===== src/rtl/slot_occupancy.sv =====
// Bay sensor conditioning: 2-flop synchronizer plus per-bay debounce FSM,
// producing clean occupancy bits, arrival/departure strobes and a bay count.
module slot_occupancy #(
  parameter int DEBOUNCE_CYCLES = 50000,
  parameter int CNT_W           = 20
) (
  input  logic       clk,
  input  logic       reset,
  input  logic [2:0] slot_sensor,
  output logic       car1_state,
  output logic       car2_state,
  output logic       car3_state,
  output logic [2:0] arrive_pulse,
  output logic [2:0] depart_pulse,
  output logic [1:0] occupied_count
);

  typedef enum logic [1:0] {
    EMPTY     = 2'd0,
    ARRIVING  = 2'd1,
    OCCUPIED  = 2'd2,
    DEPARTING = 2'd3
  } bay_state_t;

  // The counter holds samples already seen, so the D-th agreeing sample lands on D-1.
  localparam logic [CNT_W-1:0] CNT_LAST = CNT_W'(DEBOUNCE_CYCLES - 1);

  logic [2:0] sync1_reg;
  logic [2:0] sens_s_reg;
  logic [2:0] state_bits;
  logic [2:0] arrive_bits;
  logic [2:0] depart_bits;

  always_ff @(posedge clk) begin
    if (reset) begin
      sync1_reg  <= '0;
      sens_s_reg <= '0;
    end else begin
      sync1_reg  <= slot_sensor;
      sens_s_reg <= sync1_reg;
    end
  end

  genvar gi;
  generate
    for (gi = 0; gi < 3; gi++) begin : g_bay
      bay_state_t       fsm_reg, fsm_next;
      logic [CNT_W-1:0] cnt_reg, cnt_next;
      logic             bit_reg, bit_next;
      logic             arrive_reg, arrive_next;
      logic             depart_reg, depart_next;
      logic             sens;

      assign sens = sens_s_reg[gi];

      always_ff @(posedge clk) begin
        if (reset) begin
          fsm_reg    <= EMPTY;
          cnt_reg    <= '0;
          bit_reg    <= 1'b0;
          arrive_reg <= 1'b0;
          depart_reg <= 1'b0;
        end else begin
          fsm_reg    <= fsm_next;
          cnt_reg    <= cnt_next;
          bit_reg    <= bit_next;
          arrive_reg <= arrive_next;
          depart_reg <= depart_next;
        end
      end

      always_comb begin
        fsm_next    = fsm_reg;
        cnt_next    = cnt_reg;
        bit_next    = bit_reg;
        arrive_next = 1'b0;
        depart_next = 1'b0;
        case (fsm_reg)
          EMPTY: begin
            if (sens) begin
              fsm_next = ARRIVING;
              cnt_next = CNT_W'(1);
            end
          end
          ARRIVING: begin
            if (!sens) begin
              fsm_next = EMPTY;
              cnt_next = '0;
            end else if (cnt_reg == CNT_LAST) begin
              fsm_next    = OCCUPIED;
              cnt_next    = '0;
              bit_next    = 1'b1;
              arrive_next = 1'b1;
            end else begin
              cnt_next = cnt_reg + CNT_W'(1);
            end
          end
          OCCUPIED: begin
            if (!sens) begin
              fsm_next = DEPARTING;
              cnt_next = CNT_W'(1);
            end
          end
          DEPARTING: begin
            // A returning car cancels the departure without a strobe.
            if (sens) begin
              fsm_next = OCCUPIED;
              cnt_next = '0;
            end else if (cnt_reg == CNT_LAST) begin
              fsm_next    = EMPTY;
              cnt_next    = '0;
              bit_next    = 1'b0;
              depart_next = 1'b1;
            end else begin
              cnt_next = cnt_reg + CNT_W'(1);
            end
          end
          default: begin
            fsm_next = EMPTY;
            cnt_next = '0;
          end
        endcase
      end

      assign state_bits[gi]  = bit_reg;
      assign arrive_bits[gi] = arrive_reg;
      assign depart_bits[gi] = depart_reg;
    end
  endgenerate

  assign car1_state     = state_bits[0];
  assign car2_state     = state_bits[1];
  assign car3_state     = state_bits[2];
  assign arrive_pulse   = arrive_bits;
  assign depart_pulse   = depart_bits;
  assign occupied_count = 2'(state_bits[0]) + 2'(state_bits[1]) + 2'(state_bits[2]);

endmodule


===== config.mk =====
export PLATFORM = sky130hd
export DESIGN_NAME = slot_occupancy
export DESIGN_NICKNAME = d
export VERILOG_FILES = /design/src/rtl/slot_occupancy.sv
export SDC_FILE = /design/constraint.sdc
export NUM_CORES = 1
export LEC_CHECK = 0
export CAP_MARGIN = 10
export CORE_MARGIN = 2
export CORE_UTILIZATION = 35
export DETAILED_ROUTE_END_ITERATION = 8
export PLACE_DENSITY = 0.49
export SLEW_MARGIN = 20
export SYNTH_ARGS = -nofsm -noshare
export SYNTH_HDL_FRONTEND = slang
export SYNTH_SLANG_ARGS = --single-unit
export TNS_END_PERCENT = 30

===== constraint.sdc =====
create_clock -name clk -period 4.2 [get_ports clk]
set_input_delay 1.26 -clock clk [delete_from_list [all_inputs] [get_ports clk]]
set_output_delay 1.26 -clock clk [all_outputs]
set_load 0.005 [all_outputs]

==> metrics <==
Post-synth ARST share 0; GRT overflow 0; DP HPWL 5.97 mm; Hold-fix buffers, CTS 0; most used flip-flop cell after synthesis dfxtp_1; Chip Width 111 um; CTS max path bufs 2; syn nets 482; Remaining DRCs 0; Power Total 1700 uW; type of the worst setup path input pin to flip-flop; Detail Route Antenna Nets 0; commonest non-fill, non-tap cell in the layout dfxtp_1; chip height 111 um; Setup Fix Bufs, Post-CTS 0; Leak 0.00160 uW; Layout area overhead 13.6%; RSZ-0062 raised after global routing no; most frequent cells in the layout dfxtp_1, nand2_1, a21oi_1; Synth Warn # 0; Final #Nets 486; max reg flops 60; worst hold path class flip-flop to flip-flop; Avg Cell Area, Syn 8.44 sq um; post_cts resized 0; Antenna Cells 0; Initial Util 0.354; first-pass GRT wire length 15.2 mm; TritonCTS Sinks 81; Finish-stage setup viols 0; f_max 332 MHz; register clock-pin slew on the reported worst setup and hold paths 0.06 ns; CP startpoint kind input pin; status finished clean; DR iter-0 viols 187; Worst Skew 0.00399 ns; sequential area share after synthesis 0.406; Worst EP arrival 3.28 ns; TritonCTS Buffers 9; number of synthesized register bits 81; GRT Total Usage 0.151; Max rail drop VDD 200 uV; row cnt 39; worst slew pin tran 0.857 ns; Worst Path Required 4.46 ns; DRT Pass-1 Iters 4; Syn Std Cell Area 0.00399 sq mm; met1 Track Usage GR 0.213; die area 0.0123 sq mm; final core occ 0.403; WL final 8.82 mm; gpl congestion 0.765; met3 usage 0.0317; MaxCap Viol Count 0; endpoints failing hold 0; fin crit period 3.02 ns; Vias 3,418; share of layout cells above drive strength 1 0.0622; largest net degree at the start of global routing 34; # H-tree levels 3; met2 GRT Util 0.216; Max Slew Vio Count 0; grt peak-use layer met2; crit-path max FO 14; core area 0.0113 sq mm; relative slew slack 0.424; fin crit share 0.718; Wirelength per Cell 14.1 um; input/output buffers 15; synthesized instance count 473; Synth cell types 54; CTS tree done; Root Buffer clkbuf_16; Clk Latency, worst-skew pair 0.34 ns; antenna violations before repair 0; CP Capture Type flip-flop; Post-synth EDFFs 0; TNS Setup 0 ns; DR vias/cell 5.47; pwr/cell area 374 mW/mm^2; vias in the first global route 3,153; total I/O pin count 16
-- kinds of logic after synthesis --
| family | count (synthesis) | share of synthesized area |
|---|---|---|
| and+or+nand+nor | 203 | 0.286 |
| muxes | 8 | 0.0201 |
| AOI/OAI and AO/OA | 122 | 0.193 |
| DFF | 81 | 0.406 |
| buffers and inverters | 44 | 0.0561 |
| xor gates and xnor gates | 11 | 0.0241 |
| adders and majority gates | 4 | 0.0144 |
-- Yosys cell counts (all sizes together), types with 2 or more instances --
master	n	area, sq um
a41oi	5	43.8
a21o	7	52.6
a22oi	2	15.0
a21oi	38	190
clkbuf	13	48.8
buf	16	119
mux2i	8	80.1
and4	11	96.3
or3	9	56.3
a211oi	4	35.0
nand4	19	119
and3	8	50.1
xor2	5	43.8
nor4	9	71.3
ha	3	37.5
nor4b	2	32.5
o21ai	22	110
nand2b	7	43.8
nand2	39	146
xnor2	6	52.6
nor2	30	113
nand3b	2	15.0
dfxtp	81	1620
nand4b	2	17.5
nor3	13	65.1
nor3b	4	30.0
nor2b	12	75.1
nand3	26	130
a22o	11	96.3
a31oi	24	150
inv	15	56.3
and2	4	25.0
-- stage by stage --
stage                     hold slack [ns]  cell area, sq um  cells  setup slack (ns)
after floorplan                     0.414              3990    473              1.76
after global placement              0.416              4210    609             0.941
after detailed placement            0.428              4210    609             0.883
after CTS                           0.443              4530    625              1.17
after global routing                0.456              4540    625              1.06
final                               0.437              4540    625              1.18
-- worst paths after layout --
path,cells past startpoint,slack (ns),from,to
setup / recovery,5,1.18,reset,g_bay[1].cnt_reg[10]
hold / removal,1,0.44,sync1_reg[2],sens_s_reg[2]
setup reg to reg,7,1.79,g_bay[1].cnt_reg[0],g_bay[1].cnt_reg[10]
hold reg to reg,1,0.44,sync1_reg[2],sens_s_reg[2]
-- worst max-delay path, stage by stage --
cell,delay (ns)
clkdlybuf4s50_1,0.60
a211oi_2,0.81
buf_4,0.31
a41oi_1,0.12
a31oi_1,0.17
-- cell type report --
class | instances | area, sq um
sequential | 81 | 1620
clock buffer | 9 | 225
multi-input combinational | 348 | 2160
tap | 143 | 179
clock inverter | 7 | 95.1
timing repair buffer | 22 | 203
inverter | 15 | 56.3
fill | 1157 | 6730
-- power breakdown --
group	leakage (uW)	total (uW)	switching (uW)	internal, uW
combinational	0.000787	68.1	36.6	31.5
sequential	0.000655	788	10.6	778
clock	0.000155	843	323	520
total	0.00160	1700	370	1330
-- metal layers --
layer	part of all wire	vias to the layer above
met5	0	-
met1	0.53	1592
met2	0.42	45
met3	0.031	8
met4	0.017	0
li1	-	1773
No activity file was read; power rests on OpenSTA's default activity.
